## config.mk

```make
export PLATFORM = sky130hd
export DESIGN_NAME = hazard_ctrl
export DESIGN_NICKNAME = d
export VERILOG_FILES = /design/src/rtl/riscv_pkg.sv /design/src/rtl/reg_use_decode.sv /design/src/rtl/hazard_ctrl.sv
export SDC_FILE = /design/constraint.sdc
export NUM_CORES = 1
export LEC_CHECK = 0
export ABC_AREA = 0
export BUFFER_PORTS_ARGS = -buffer_cell sky130_fd_sc_hd__buf_2
export CORE_MARGIN = 3
export CORE_UTILIZATION = 44
export DETAILED_ROUTE_END_ITERATION = 16
export PLACE_DENSITY = 0.85
export SLEW_MARGIN = 15
export SYNTH_ARGS = -nofsm -noshare
export SYNTH_HDL_FRONTEND = slang
export SYNTH_HIERARCHICAL = 1
export SYNTH_SLANG_ARGS = --single-unit
```

## constraint.sdc

```tcl
create_clock -name CLK -period 2.84 [get_ports CLK]
set_input_delay 0.284 -clock CLK [delete_from_list [all_inputs] [get_ports CLK]]
set_output_delay 0.284 -clock CLK [all_outputs]
set_load 0.05 [all_outputs]
```

## src/rtl/riscv_pkg.sv

```systemverilog
// Shared RV64 pipeline definitions: opcodes, privileged encodings, forwarding
// selects and interlock FSM states.
package riscv_pkg;

    localparam logic [6:0] OPC_LUI       = 7'b0110111;
    localparam logic [6:0] OPC_AUIPC     = 7'b0010111;
    localparam logic [6:0] OPC_JAL       = 7'b1101111;
    localparam logic [6:0] OPC_JALR      = 7'b1100111;
    localparam logic [6:0] OPC_BRANCH    = 7'b1100011;
    localparam logic [6:0] OPC_LOAD      = 7'b0000011;
    localparam logic [6:0] OPC_STORE     = 7'b0100011;
    localparam logic [6:0] OPC_OP_IMM    = 7'b0010011;
    localparam logic [6:0] OPC_OP        = 7'b0110011;
    localparam logic [6:0] OPC_OP_IMM_32 = 7'b0011011;
    localparam logic [6:0] OPC_OP_32     = 7'b0111011;
    localparam logic [6:0] OPC_SYSTEM    = 7'b1110011;

    localparam logic [31:0] IR_ECALL = 32'h0000_0073;
    localparam logic [31:0] IR_MRET  = 32'h3020_0073;

    // Stage slots in the per-stage decode array
    localparam int NUM_STAGES = 4;
    localparam int ST_DE      = 0;
    localparam int ST_EXE     = 1;
    localparam int ST_MEM     = 2;
    localparam int ST_WB      = 3;

    typedef enum logic [1:0] {
        FWD_RF  = 2'b00,
        FWD_MEM = 2'b01,
        FWD_WB  = 2'b10
    } fwd_sel_t;

    typedef enum logic [1:0] {
        IDLE       = 2'd0,
        BR_WAIT    = 2'd1,
        ECALL_WAIT = 2'd2
    } hz_state_t;

    typedef struct packed {
        logic [4:0] rs1;
        logic       rs1_use;
        logic [4:0] rs2;
        logic       rs2_use;
        logic [4:0] rd;
        logic       rd_wr;
        logic       is_load;
        logic       is_ctrl;
        logic       is_trap_wait;
    } reg_use_t;

    // True when producer p (valid pv) writes the register a consumer reads
    function automatic logic src_hit(input logic [4:0] src, input logic src_use,
                                     input reg_use_t p, input logic pv);
        return src_use && pv && p.rd_wr && (p.rd == src);
    endfunction

endpackage

```

## src/rtl/reg_use_decode.sv

```systemverilog
// Register-use decode for one pipeline stage: source/destination fields with
// their read/write flags plus the control-class bits the interlock needs.
module reg_use_decode
    import riscv_pkg::*;
(
    input  logic [31:0] ir,
    output reg_use_t    dec
);

    logic [6:0] opc;
    logic [2:0] funct3;
    logic       rd_opc;
    logic       rs1_opc;
    logic       rs2_opc;

    assign opc    = ir[6:0];
    assign funct3 = ir[14:12];

    always_comb begin
        rd_opc  = 1'b0;
        rs1_opc = 1'b0;
        rs2_opc = 1'b0;
        unique case (opc)
            OPC_LUI, OPC_AUIPC, OPC_JAL: rd_opc = 1'b1;
            OPC_JALR: begin
                rd_opc  = 1'b1;
                rs1_opc = 1'b1;
            end
            OPC_BRANCH, OPC_STORE: begin
                rs1_opc = 1'b1;
                rs2_opc = 1'b1;
            end
            OPC_LOAD, OPC_OP_IMM, OPC_OP_IMM_32: begin
                rd_opc  = 1'b1;
                rs1_opc = 1'b1;
            end
            OPC_OP, OPC_OP_32: begin
                rd_opc  = 1'b1;
                rs1_opc = 1'b1;
                rs2_opc = 1'b1;
            end
            // CSR ops write rd; only the register forms (funct3[2]=0) read rs1
            OPC_SYSTEM: begin
                rd_opc  = (funct3 != 3'd0);
                rs1_opc = ~funct3[2];
            end
            default: ;
        endcase
    end

    always_comb begin
        dec              = '0;
        dec.rs1          = ir[19:15];
        dec.rs1_use      = rs1_opc;
        dec.rs2          = ir[24:20];
        dec.rs2_use      = rs2_opc;
        dec.rd           = ir[11:7];
        dec.rd_wr        = rd_opc && (ir[11:7] != 5'd0);
        dec.is_load      = (opc == OPC_LOAD);
        dec.is_ctrl      = (opc == OPC_BRANCH) || (opc == OPC_JAL) || (opc == OPC_JALR);
        dec.is_trap_wait = (ir == IR_ECALL) || (ir == IR_MRET);
    end

endmodule

```

## src/rtl/hazard_ctrl.sv

```systemverilog
// Decode-stage interlock: data stalls, operand forwarding selects, control
// transfer / ECALL serialisation, trap flush and a stall-cycle counter.
module hazard_ctrl
    import riscv_pkg::*;
#(
    parameter int STALL_CNT_W = 32
) (
    input  logic                   CLK,
    input  logic                   RESET,
    input  logic [31:0]            DE_IR,
    input  logic                   DE_V,
    input  logic [31:0]            EXE_IR,
    input  logic                   EXE_V,
    input  logic [31:0]            MEM_IR,
    input  logic                   MEM_V,
    input  logic [31:0]            WB_IR,
    input  logic                   WB_V,
    input  logic                   MEM_STALL,
    input  logic                   BR_RESOLVED,
    input  logic                   WB_TRAP,
    output logic                   DE_STALL,
    output logic                   DE_ISSUE_V,
    output logic [1:0]             FWD_SEL_ONE,
    output logic [1:0]             FWD_SEL_TWO,
    output logic                   V_DE_BR_STALL,
    output logic                   FLUSH,
    output logic [STALL_CNT_W-1:0] STALL_CNT
);

    logic [NUM_STAGES-1:0][31:0] stage_ir;
    reg_use_t [NUM_STAGES-1:0]   dec;

    hz_state_t              state;
    logic                   br_stall_q;
    logic [STALL_CNT_W-1:0] stall_cnt_q;

    logic     data_stall;
    logic     de_stall;
    logic     flush;
    logic     de_issue_v;
    fwd_sel_t sel_one;
    fwd_sel_t sel_two;
    logic     unused_dec;

    assign stage_ir = {WB_IR, MEM_IR, EXE_IR, DE_IR};

    for (genvar s = 0; s < NUM_STAGES; s++) begin : g_dec
        reg_use_decode u_dec (
            .ir  (stage_ir[s]),
            .dec (dec[s])
        );
    end

    // Only a subset of decode fields is consumed per stage
    assign unused_dec = ^dec;

    // EXE results are not yet available anywhere; MEM loads have no data until WB
    always_comb begin
        data_stall = 1'b0;
        if (DE_V) begin
            data_stall = src_hit(dec[ST_DE].rs1, dec[ST_DE].rs1_use, dec[ST_EXE], EXE_V)
                      || src_hit(dec[ST_DE].rs2, dec[ST_DE].rs2_use, dec[ST_EXE], EXE_V)
                      || (dec[ST_MEM].is_load &&
                          (src_hit(dec[ST_DE].rs1, dec[ST_DE].rs1_use, dec[ST_MEM], MEM_V)
                        || src_hit(dec[ST_DE].rs2, dec[ST_DE].rs2_use, dec[ST_MEM], MEM_V)));
        end
    end

    function automatic fwd_sel_t pick_src(input logic [4:0] src, input logic src_use);
        if (src_hit(src, src_use, dec[ST_MEM], MEM_V) && !dec[ST_MEM].is_load)
            return FWD_MEM;
        else if (src_hit(src, src_use, dec[ST_WB], WB_V))
            return FWD_WB;
        else
            return FWD_RF;
    endfunction

    always_comb begin
        sel_one = FWD_RF;
        sel_two = FWD_RF;
        if (RESET && !data_stall) begin
            sel_one = pick_src(dec[ST_DE].rs1, dec[ST_DE].rs1_use);
            sel_two = pick_src(dec[ST_DE].rs2, dec[ST_DE].rs2_use);
        end
    end

    assign flush      = RESET && WB_TRAP;
    assign de_stall   = RESET && !flush && (data_stall || MEM_STALL);
    assign de_issue_v = RESET && DE_V && !de_stall && !MEM_STALL && !flush && (state == IDLE);

    // A trap wins over everything; MEM_STALL freezes all other transitions
    always_ff @(posedge CLK) begin
        if (!RESET) begin
            state       <= IDLE;
            br_stall_q  <= 1'b0;
            stall_cnt_q <= '0;
        end else begin
            if (de_stall && (stall_cnt_q != '1))
                stall_cnt_q <= stall_cnt_q + 1'b1;

            if (WB_TRAP) begin
                state      <= IDLE;
                br_stall_q <= 1'b0;
            end else if (!MEM_STALL) begin
                unique case (state)
                    IDLE: begin
                        if (de_issue_v && dec[ST_DE].is_ctrl) begin
                            state      <= BR_WAIT;
                            br_stall_q <= 1'b1;
                        end else if (de_issue_v && dec[ST_DE].is_trap_wait) begin
                            state <= ECALL_WAIT;
                        end
                    end
                    BR_WAIT: begin
                        if (BR_RESOLVED) begin
                            state      <= IDLE;
                            br_stall_q <= 1'b0;
                        end
                    end
                    ECALL_WAIT: ;
                    default: begin
                        state      <= IDLE;
                        br_stall_q <= 1'b0;
                    end
                endcase
            end
        end
    end

    assign DE_STALL      = de_stall;
    assign DE_ISSUE_V    = de_issue_v;
    assign FWD_SEL_ONE   = sel_one;
    assign FWD_SEL_TWO   = sel_two;
    assign FLUSH         = flush;
    assign V_DE_BR_STALL = RESET && br_stall_q;
    assign STALL_CNT     = RESET ? stall_cnt_q : '0;

endmodule

```

* Yosys cells after proc, flatten, opt, wreduce, memory -nomap -nowiden
Cells that the tools add are included.
** Word-level totals
- Output and inout bits :: 40
- Register bits after elaboration :: 35
- Input port bits :: 137
** Operators by class
- Equal/unequal tests :: 54
- Bitwise operators :: 4
- Reductions and logical operators :: 64
- Add/sub/neg operators :: 1
- Multiplexer cells :: 20
** Operators by type and width (number)
- 7-bit == test (second input constant) :: 13
- 7-bit by 6-bit == test with 1-bit output (second input constant) :: 12
- 7-bit by 5-bit == test with 1-bit output (second input constant) :: 11
- 1-bit logical AND :: 37
- 32-bit by 1-bit adder with 32-bit output (second input constant) :: 1
- 32-bit by 30-bit == test with 1-bit output (second input constant) :: 1
- 32-bit by 7-bit == test with 1-bit output (second input constant) :: 1
- 32-bit two-way mux :: 1
- 32-bit inequality test (second input constant) :: 1
- 5-bit == test :: 6
- 7-bit by 2-bit == test with 1-bit output (second input constant) :: 4
- 9-bit OR reduction :: 3
- 2-bit two-way mux :: 9
- 5-bit nonzero test :: 3
- 3-bit nonzero test :: 3
- 1-bit case mux with 2 select lines :: 4
- 4-bit AND reduction :: 2
- 8-bit OR reduction :: 1
- 1-bit logical OR :: 7
- 2-bit case mux with 3 select lines :: 1
- 1-bit zero test :: 5
- 1-bit two-way mux :: 4
- 1-bit NOT :: 4
- 4-bit OR reduction :: 1
- other kinds (8) :: 8

* Logic depth before layout (Yosys ltp)
Gate-level depths: netlist (run 1).
- Depth after elaboration :: 21
- Mapped depth :: 13

* Hierarchy
Netlist (run 1), hierarchy kept.
** Modules (own cells, without submodules)
- hazard_ctrl :: seq. area each 700.7 um^2, area an instance 2422.3 um^2, cells each 301, times used 1
- reg_use_decode (g_dec[0].u_dec ...) :: seq. area each 0.0 um^2, area an instance 372.9 um^2, cells each 55, times used 3
- reg_use_decode (g_dec[3].u_dec) :: seq. area each 0.0 um^2, area an instance 370.4 um^2, cells each 55, times used 1

* Worst setup path after synthesis (run 1)
OpenSTA, ideal clock, no wires.
- Path kind :: input to output
- From :: input port MEM_IR[9]
- To :: output port FWD_SEL_ONE[1]
- Arrival time :: 3134 ps
- Required time :: 2556 ps
- Stages :: 9
- Slack :: -578 ps
- Cell sequence :: or4_4 > nor2_4 > a31oi_1 > and3_1 > nand3_1 > o22ai_2 > nor2_1 > o21ai_0 > nor4_1
** RTL lines
- from (decl) :: line hazard_ctrl.sv:14 : input logic [31:0] MEM_IR,
- to (decl) :: line hazard_ctrl.sv:23 : output logic [1:0] FWD_SEL_ONE,

==> metrics.md, run 1 <==
| Metric | Value |
|---|---|
| Synthesis Warnings | 6 |
| Clock Pin Slew Worst Setup and Hold Paths | 70 ps |
| RSZ-0062 raised after global routing | yes |
| Crit. End Element | flop |
| H-tree Lvls | 2 |
| DP Wirelength | 7102 um |
| Syn_nets | between 500 and 600 |
| Slew Limit Headroom | 61.26% |
| DR WL/cell | 14.84 um |
| Worst min path class | primary input to flop |
| Starting Density | 46.50% |
| Drt pass-1 iters | 5 |
| Sw frac | 28.93% |
| DR DRC count | 0 |
| Setup ws final | ~120 ps |
| Remaining antenna violation count after routing | 0 |
| Area delta synth->final | 28.59% |
| RePlAce Congestion | 0.9056 |
| Vias | 3479 |
| Hold Vio Cnt, Final | 0 |
| Placed Area | about 4000 sq um |
| Largest net degree at the start of global routing | 33 |
| Max Cap Violations | 0 |
| Commonest cells after routing, fill and taps aside | buf_2, nor2_1, dfxtp_1, and2_1, nand2_1 |
| # hold bufs at CTS | 0 |
| Fmax | 0.3682 GHz |
| Iter 0 DRT Violations | around 200 |
| FF-to-FF path depth | 6 |
| Mean post-synth cell area | slightly below 8 sq um |
| Power share of the combinational group | 23.6% |
| Die Wd | 91.67 um |
| Placeable Area | 6944 sq um |
| Post-Place Worst Slack | -318.8 ps |
| First-pass GRT wire length | 14770 um |
| Final Setup Violations | 0 |
| Peak VDD IR | 0.2718 mV |
| Seq pwr share | 43.6% |
| WP data required | 3020 ps |
| Share of layout cells above drive strength 1 | slightly below 40% |
| Pint | 0.8026 mW |
| Status | completed |
| Reg2reg start | stall_cnt_q[3] |
| Final Cell Area | 4153 sq um |
| # rows | 30 |
| Die Area | 8403 sq um |
| Root Driver | clkbuf_8 |
| Vias/cell | 5.470 |
| R2R Path End | stall_cnt_q[21] |
| Ant diodes | 0 |
| Design Power | 1.129 mW |
| PD cells | 271.9 nW/um^2 |
| Die H | 91.67 um |
| Worst Skew | 6.317 ps |
| Clock sink count | 35 |
| Critical path arrival | 2900 ps |
| Psw | 0.3267 mW |
| Hold path cells | 4 |
| Final nets | 678 |
| CTS tree | yes |
| Port bufs | 125 |
| Gr ovfl total | 0 |
| GRT Total Usage | 20.79% |
| Slew @ Worst Pin | 566.4 ps |
| Initial antenna violation count | 0 |
| Drt total wl | between 9000 and 10000 um |
| Clk pwr share | 32.7% |
| Period utilization | 95.64% |
| Tmin final | 2716 ps |
| Fin. max-slew vios | 0 |
| Maximum fanout along the worst path | 10 |
| Hold_sp | WB_TRAP |
| Static Leak | 1.792 nW |
| CTS Buf Count | 5 |
| Mapped Area | 3229 sq um |
| CP startpoint kind | primary input |
| Worst-skew pair later-pin latency | approximately 290 ps |
| Number of global-route vias before repair | between 3000 and 4000 |
| Largest buffer count on any clock path | 2 |
| R2R setup slack | around 320 ps |
| Hold EP | state[1] |
| Worst setup path class | primary input to flop |
| Top-Level Pins | roughly 180 |
| Post-Synthesis Cells | 420 |
| Leading cell type in the layout, fill and taps excluded | buf_2 |
[per-layer routing]
| layer | share of wire [%] | GRT usage (%) | vias up |
|---|---|---|---|
| met5 | 0 | 0 | - |
| met4 | 1.7 | 5.528 | 0 |
| met3 | 5.7 | 4.430 | 16 |
| met2 | 52 | 37.37 | 118 |
| met1 | 41 | 24.87 | 1627 |
| li1 | - | - | 1718 |
[per-stage QoR]
| step | hold WS (ps) | TNS, ps | utilization, % | std cells |
|---|---|---|---|---|
| after CTS | 316.0 | -2.329 | 57.60 | 631 |
| final | 317.0 | 0 | 59.80 | 636 |
| after floorplan | 429.5 | -227.7 | - | 420 |
| after global routing | 349.8 | -357.6 | 59.80 | 636 |
| after global placement | 444.7 | -2907 | 56.05 | 624 |
| after detailed placement | 448.4 | -4469 | 56.05 | 624 |
[state kept, by name, indices dropped and copies added (netlist names)]
signal	count
br_stall_q	1
state	2
stall_cnt_q	32
[how the worst max path moves through the flow]
stage / slack (ps) / endpoint / cells after the start / start
4_1_cts: -2 / stall_cnt_q[23] / 12 / MEM_IR[2]
3_3_place_gp: -240 / stall_cnt_q[27] / 12 / MEM_IR[2]
6_report: 120 / stall_cnt_q[23] / 12 / MEM_IR[2]
3_5_place_dp: -320 / stall_cnt_q[27] / 12 / MEM_IR[2]
5_1_grt: -60 / FWD_SEL_ONE[1] / 13 / MEM_IR[2]
2_1_floorplan: -100 / FWD_SEL_ONE[0] / 9 / MEM_IR[9]
[power by group through the flow]
stage	Clock [mW]	Combinational [mW]	Sequential (mW)
4_1_cts	0.372	0.251	0.493
2_1_floorplan	0	0.153	0.503
6_report	0.370	0.267	0.493
3_3_place_gp	0	0.239	0.504
5_1_grt	0.393	0.288	0.492
3_5_place_dp	0	0.250	0.504
[repair_timing]
item / CTS / global route
gates resized for setup: 5 / 29
pin swaps: 1 / 11
gates cloned: 0 / 2
buffers inserted: 0 / 3
setup endpoints to repair: 5 / 32
[area by class of cell]
class / instances / area (sq um)
inverter: 17 / 63.81
clock inverter: 1 / 5.005
multi-input combinational: 330 / 2307
timing repair buffer: 151 / 873.3
clock buffer: 6 / 82.58
fill: 630 / 2791
tap: 96 / 120.1
sequential: 35 / 700.7
[critical path, cell delays in order]
cell      delay (ps)
buf_8            100
nand3b_4         160
nor4_4           120
nand2b_1         110
a31oi_2          190
nand3_1          110
or4b_1           550
o22ai_2          190
o21a_4           220
o21ai_4          150
nor4_2           320
mux2_2           370
Note: power is estimated with default switching activity, not from simulation.
==> run 2: changes to the inputs <==
--- a/config.mk
+++ b/config.mk
@@ -7,10 +7,12 @@
 export LEC_CHECK = 0
 export ABC_AREA = 0
 export BUFFER_PORTS_ARGS = -buffer_cell sky130_fd_sc_hd__buf_2
+export CELL_PAD_IN_SITES_DETAIL_PLACEMENT = 0
+export CELL_PAD_IN_SITES_GLOBAL_PLACEMENT = 2
 export CORE_MARGIN = 3
-export CORE_UTILIZATION = 44
+export CORE_UTILIZATION = 23
 export DETAILED_ROUTE_END_ITERATION = 16
-export PLACE_DENSITY = 0.85
+export PLACE_DENSITY = 0.84
 export SLEW_MARGIN = 15
 export SYNTH_ARGS = -nofsm -noshare
 export SYNTH_HDL_FRONTEND = slang
==> run 2 against run 1 <==
  * Clock power is 75% higher
  * Utilization is 26 points lower
  * Cell area is 8.7% higher
  * Sequential share of layout area is 1.4 points lower
  * Count of clock-buffer cells in the layout stayed put
  * First-iteration DRC count is 55% lower
  * Combinational power is 3% higher
  * Maximum frequency is 3.9% lower
  * Sequential power hardly changed
  * Register-to-register slack worse by 90 ps
  * Flip-flop and latch count stayed put
  * Global-route usage is 8.1 points lower
  * Largest power group is now the clock network
==> metrics.md, run 2 (synthesis results as in run 1) <==
| Metric | Value |
|---|---|
| Commonest cells after routing, fill and taps aside | buf_2, nor2_1, dfxtp_1, buf_4, and2_1 |
| Largest register by flop count | stall_cnt_q |
| Drt pass-1 iters | 4 |
| Die Area | about 15000 sq um |
| Peak VDD IR | approximately 0.19 mV |
| Gr ovfl total | 0 |
| Die H | roughly 120 um |
| Worst path cell trace | buf_6 > buf_6 > nand2_2 > nor3_2 > o21bai_1 > a31oi_2 > nand3_1 > or4b_1 > o22ai_2 > o21a_4 > o21ai_2 > nor4_2 > mux2_1 |
| Worst-skew pair later-pin latency | about 280 ps |
| Fill cells | 1427 |
| Vias/cell | 4.689 |
| Worst Skew | approximately 6 ps |
| WP data required | 3000 ps |
| Slowest-stage cell, CP | or4b_1 |
| Root Driver | clkbuf_16 |
| Static Leak | 1.901 nW |
| Placed Area | 4023 sq um |
| Ant diodes | 0 |
| Largest buffer count on any clock path | 2 |
| Placed cells | 708 |
| CTS Buf Count | 5 |
| Initial antenna violation count | 0 |
| Design Power | 1.414 mW |
| Busiest grt layer | met2 |
| GR Util met1 | 16.25% |
| Leading cell type in the layout, fill and taps excluded | buf_2 |
| Largest regs | stall_cnt_q: 32 flops, state: 2 flops, br_stall_q: 1 flops |
| Slew Limit Headroom | 46.18% |
| Number of global-route vias before repair | 3400 |
| PD cells | 313.2 nW/um^2 |
| Period utilization | 99.57% |
| Worst min path class | primary input to flop |
| Die Wd | 124.5 um |
| Port bufs | 125 |
| Critical path arrival | 2990 ps |
| Maximum fanout along the worst path | 6 |
| Clock Pin Slew Worst Setup and Hold Paths | 50 ps |
| RSZ-0062 raised after global routing | yes |
| # rows | 42 |
| Non-Filler Instances | 726 |
| Max FFs per register | 32 |
| Max Cap Violations | 0 |
| Largest net degree at the start of global routing | 33 |
| Drt total wl | 10630 um |
| Fin. max-slew vios | 0 |
| Hold Slack | 371.8 ps |
| Final nets | 687 |
| DR DRC count | 0 |
| Met2 Usage GRT | between 20 and 25% |
| Fin Setup TNS | 0 ps |
| Worst setup path class | primary input to flop |
| First-pass GRT wire length | ~17000 um |
| Slew @ Worst Pin | 787.0 ps |
| Final Cell Area | 4514 sq um |
| CP startpoint kind | primary input |
| Status | completed |
| RePlAce Congestion | 0.8232 |
| Register area | around 700 sq um |
| Iter 0 DRT Violations | 93 |
| Remaining antenna violation count after routing | 0 |
| Fmax | around 0.35 GHz |
| Vias | 3404 |
| CP bufs+invs | 2 |
| Clock sink count | 35 |
| Final Setup Violations | 0 |
| Critical Path Max Stage Delay | 540 ps |
| DP Wirelength | ~8100 um |
| Crit. End Element | flop |
| Starting Density | 23.91% |
| CP dominant cell by count | buf_6 |
| DR WL/cell | 14.64 um |
| Crit path max-delay family | simple AND/OR/NAND/NOR gates |
| Area of the multi-input gates | roughly 2400 sq um |
| GRT Total Usage | 12.65% |
| Area delta synth->final | 39.79% |
| Hold Vio Cnt, Final | 0 |
| H-tree Lvls | 2 |
| GR Util met3 | 2.144% |
| Top-Level Pins | about 180 |
| CTS tree | yes |
| Share of layout cells above drive strength 1 | 42.36% |
| Tmin final | 2828 ps |
| Placeable Area | 13510 sq um |
[run 2: changes by cell type in the layout (fill, tap and decap cells not counted), moves of 3 or more]
cell / previous run / this run
clkbuf_16: 0 / 5
buf_6: 6 / 10
clkbuf_8: 6 / 1
buf_4: 28 / 34
mux2_2: 12 / 9
nor3_1: 23 / 16
mux2_4: 0 / 3
nor3_2: 5 / 12
[run 2: timing repair]
action | in CTS | in global routing
hold buffers | 0 | 0
gates cloned | 0 | 3
pin swaps | 4 | 17
gates resized for setup | 8 | 50
buffers inserted | 2 | 5
endpoints found under the setup margin | 9 | 31
[run 2: where the power goes]
group / internal [mW] / switching (mW) / total, mW
Clock: 0.436 / 0.210 / 0.646
Sequential: 0.492 / 0.000625 / 0.493
Combinational: 0.123 / 0.152 / 0.275
[run 2: per-layer routing]
metal / share of wire (%) / wire (um)
met1: 45 / 4805
met2: 50 / 5341
met3: 3.9 / 418
met4: 0.60 / 64
met5: 0 / 0
[run 2: worst paths after layout]
check	from	endpoint	slack, ps	cells after the start
setup / recovery	MEM_IR[2]	stall_cnt_q[31]	10	13
hold / removal	WB_TRAP	state[1]	370	4
setup reg to reg	stall_cnt_q[3]	stall_cnt_q[25]	230	6
hold reg to reg	br_stall_q	br_stall_q	470	2
[run 2: cell type report]
cell class / count / area share (%)
Clock inverter: 2 / 0.7761
Clock buffer: 6 / 3.076
Timing Repair Buffer: 159 / 20.90
Sequential cell: 35 / 15.52
Inverter: 17 / 1.414
Tap cell: 176 / 4.878
Multi-Input combinational cell: 331 / 53.44
[run 2: stage by stage]
stage	utilization, %	worst slack (ps)
6_report	33.43	12.12
5_1_grt	33.43	-143.3
4_1_cts	31.40	-1.027
3_5_place_dp	29.79	-378.3
3_3_place_gp	29.79	-320.5
2_1_floorplan	-	-100.2
[run 2: worst min-delay path, stage by stage]
cell and delay [ps]:
buf_2 80, nor2_1 110, nand2_1 80, nor2_1 40
==> run 3: changes to the inputs <==
--- a/config.mk
+++ b/config.mk
@@ -6,15 +6,14 @@
 export NUM_CORES = 1
 export LEC_CHECK = 0
 export ABC_AREA = 0
-export BUFFER_PORTS_ARGS = -buffer_cell sky130_fd_sc_hd__buf_2
+export BUFFER_PORTS_ARGS = -buffer_cell sky130_fd_sc_hd__buf_4
 export CELL_PAD_IN_SITES_DETAIL_PLACEMENT = 0
 export CELL_PAD_IN_SITES_GLOBAL_PLACEMENT = 2
 export CORE_MARGIN = 3
-export CORE_UTILIZATION = 23
+export CORE_UTILIZATION = 20
 export DETAILED_ROUTE_END_ITERATION = 16
-export PLACE_DENSITY = 0.84
+export PLACE_DENSITY_LB_ADDON = 0.1
 export SLEW_MARGIN = 15
 export SYNTH_ARGS = -nofsm -noshare
 export SYNTH_HDL_FRONTEND = slang
-export SYNTH_HIERARCHICAL = 1
 export SYNTH_SLANG_ARGS = --single-unit
==> run 3 against run 2 <==
  * Cell area increased by 2.6%
  * Combinational power up 4%
  * Die area rose by 4.6%
  * Via count is 1.4% higher
  * Non-clock buffer count increased by 11
  * Power down 3.1%
  * Clock power is 8.5% lower
  * Utilization is 0.69 points lower
==> metrics.md, run 3 <==
| Metric | Value |
|---|---|
| Status | completed |
| Most frequent cells after synthesis | nor2_1, dfxtp_1, nand2_1, nor3_1, inv_1 |
| Clk pwr share | between 40% and 50% |
| Number of synthesized flops with an enable pin | 0 |
| Asr flop ratio synth | 0% |
| H-tree Lvls | 2 |
| Largest register by flop count | stall_cnt_q |
| Port bufs | 125 |
| Vias | 3451 |
| Final nets | 692 |
| Initial antenna violation count | 0 |
| CTS Buf Count | 5 |
| Setup ws final | 73.07 ps |
| GRT Total Usage | 13.49% |
| Post-Synthesis Cells | 390 |
| Post-synthesis sequential area ratio | a little under a quarter |
| Post-synth cell types | 56 |
| RePlAce Congestion | between 0.7 and 0.8 |
| Pint | 1.019 mW |
| R2R setup slack | around 540 ps |
| DP Wirelength | 9093 um |
| Iter 0 DRT Violations | 245 |
| Largest net degree at the start of global routing | 36 |
| Final core occ | 32.74% |
| Drt pass-1 iters | 4 |
| Worst Skew | 7.031 ps |
| Psw | 0.3512 mW |
| Crit. End Element | output pin |
| Area delta synth->final | 57.26% |
| Largest regs | stall_cnt_q: 32 flops, state: 2 flops, br_stall_q: 1 flops |
| WP data required | 2560 ps |
| Fmax | 0.3614 GHz |
| Hold_sp | BR_RESOLVED |
| Most common cell in the netlist | nor2_1 |
| Synth top area cells | dfxtp_1, nor3_1, mux2_2 |
| Post-Place Worst Slack | -183.8 ps |
| Hold Vio Cnt, Final | 0 |
| DR WL/cell | 15.19 um |
| Worst min path class | primary input to flop |
| Remaining antenna violation count after routing | 0 |
| Starting Density | 20.82% |
| Max Cap Violations | 0 |
| # hold bufs at CTS | 0 |
| PD cells | 295.8 nW/um^2 |
| Gr ovfl total | 0 |
| DR DRC count | 0 |
| Post-synth top area cell | dfxtp_1 |
| Seq pwr share | between 30% and 40% |
| CTS tree | yes |
| Clock sink count | 35 |
| Worst setup path class | primary input to output pin |
| Maximum fanout along the worst path | 3 |
| Mapped Area | 2945 sq um |
| Synth Flop Type | dfxtp_1 |
| Leading cell type in the layout, fill and taps excluded | buf_4 |
| Period utilization | a little over nine tenths |
| Peak VDD IR | 0.1965 mV |
| RSZ-0062 raised after global routing | no |
| Placeable Area | between 10000 and 15000 sq um |
| Worst-skew pair later-pin latency | 280 ps |
| Largest buffer count on any clock path | 2 |
| Commonest cells after routing, fill and taps aside | buf_4, nor2_1, dfxtp_1, nand2_1, nor3_1 |
| Power share of the combinational group | a little over a fifth |
| FF-to-FF path depth | 7 |
| Static Leak | 1.877 nW |
| # rows | 43 |
| First-pass GRT wire length | 17770 um |
| Die H | 127.4 um |
| Synth top area share | between 20% and 30% |
| Sw frac | 25.63% |
| Slew @ Worst Pin | 450.9 ps |
| Reg2reg start | stall_cnt_q[11] |
| Syn_nets | 528 |
| Number of synthesized register bits | 35 |
| Number of global-route vias before repair | 3427 |
| Synthesis Warnings | 0 |
| Hold path cells | 4 |
| Hold EP | state[0] |
| Slew Limit Headroom | 69.88% |
| Mean post-synth cell area | 7.552 sq um |
| Fin. max-slew vios | 0 |
| Root Driver | clkbuf_16 |
| Drt total wl | 11170 um |
| Die Area | roughly 16000 sq um |
| Final Setup Violations | 0 |
| CP startpoint kind | primary input |
| Die Wd | 127.4 um |
| Top-Level Pins | approximately 180 |
| Max FFs per register | 32 |
| Clock Pin Slew Worst Setup and Hold Paths | approximately 60 ps |
| Tmin final | 2767 ps |
| Vias/cell | around 4.7 |
| Share of layout cells above drive strength 1 | 38.20% |
| R2R Path End | stall_cnt_q[16] |
| Ant diodes | 0 |
| Critical path arrival | 2480 ps |
run 3: cell count changes in the layout (fill, tap and decap cells not counted), sizes merged, moves of 5 or more:
cell	change
nor2	-13
buf	+11
a21oi	+10
and2	-10
o21ai	-10
a31oi	-5
inv	+5
mux2i	+5
nor4	-5
o41ai	+5
run 3: final cells by class:
class,count,area (sq um)
fill,1527,9518
tap,180,225.2
multi-input combinational,319,2171
timing repair buffer,170,1292
clock buffer,8,156.4
inverter,23,86.33
sequential,35,700.7
run 3: cell families (layout without fill, tap and decap cells):
logic type	after synthesis	in the layout	synth area share [%]
muxes	24	24	8.878
DFF	35	35	23.79
and+or+nand+nor	204	204	37.34
xor gates and xnor gates	30	30	8.921
adders and majority gates	1	1	0.4247
AOI/OAI and AO/OA	60	60	15.59
buffers and inverters	36	201	5.055
run 3: what timing repair did:
| item | CTS | global route |
|---|---|---|
| gates resized for setup | 5 | 7 |
| setup endpoints to repair | 5 | 6 |
| setup buffers | 0 | 2 |
| pin swaps | 1 | 3 |
run 3: power groups by stage:
stage,Sequential [mW],Combinational [mW],Clock (mW)
2_1_floorplan,0.505,0.105,0
3_3_place_gp,0.505,0.276,0
3_5_place_dp,0.505,0.279,0
4_1_cts,0.494,0.282,0.611
5_1_grt,0.494,0.314,0.629
6_report,0.494,0.285,0.591
run 3: layer usage:
layer	GRT usage, %	vias up	routed length [um]
met4	2.082	0	65
met5	0	-	0
met1	18.53	1591	5182
met2	22.05	87	5245
li1	-	1765	-
met3	3.052	8	676
run 3: worst max-delay path by stage:
stage,cells after the start,startpoint,slack [ps],endpoint
floorplan,7,DE_IR[4],-180,FWD_SEL_ONE[0]
global placement,9,DE_IR[2],-170,stall_cnt_q[27]
detailed placement,9,DE_IR[2],-180,stall_cnt_q[27]
CTS,9,MEM_IR[7],6,FWD_SEL_ONE[1]
global route,10,DE_IR[4],8,FWD_SEL_ONE[1]
finish,10,DE_IR[4],70,FWD_SEL_ONE[1]
run 3: critical path, stage by stage:
cell and delay [ps]:
buf_4 110, nor2b_2 150, o221a_2 310, o2111ai_4 230, buf_4 170, a211oi_2 70
o21a_1 220, or4_4 550, nor3_4 190, buf_6 180
run 3: through the flow:
| step | TNS, ps | hold slack, ps | instances | area [sq um] | power (mW) |
|---|---|---|---|---|---|
| after floorplan | -517.2 | 429.6 | 390 | 2953 | 0.6092 |
| after global placement | -1525 | 457.3 | 725 | 4395 | 0.7804 |
| after detailed placement | -1488 | 467.2 | 725 | 4395 | 0.7841 |
| after CTS | 0 | 301.7 | 733 | 4576 | 1.387 |
| after global routing | 0 | 317.1 | 735 | 4632 | 1.437 |
| final | 0 | 314.2 | 735 | 4632 | 1.370 |
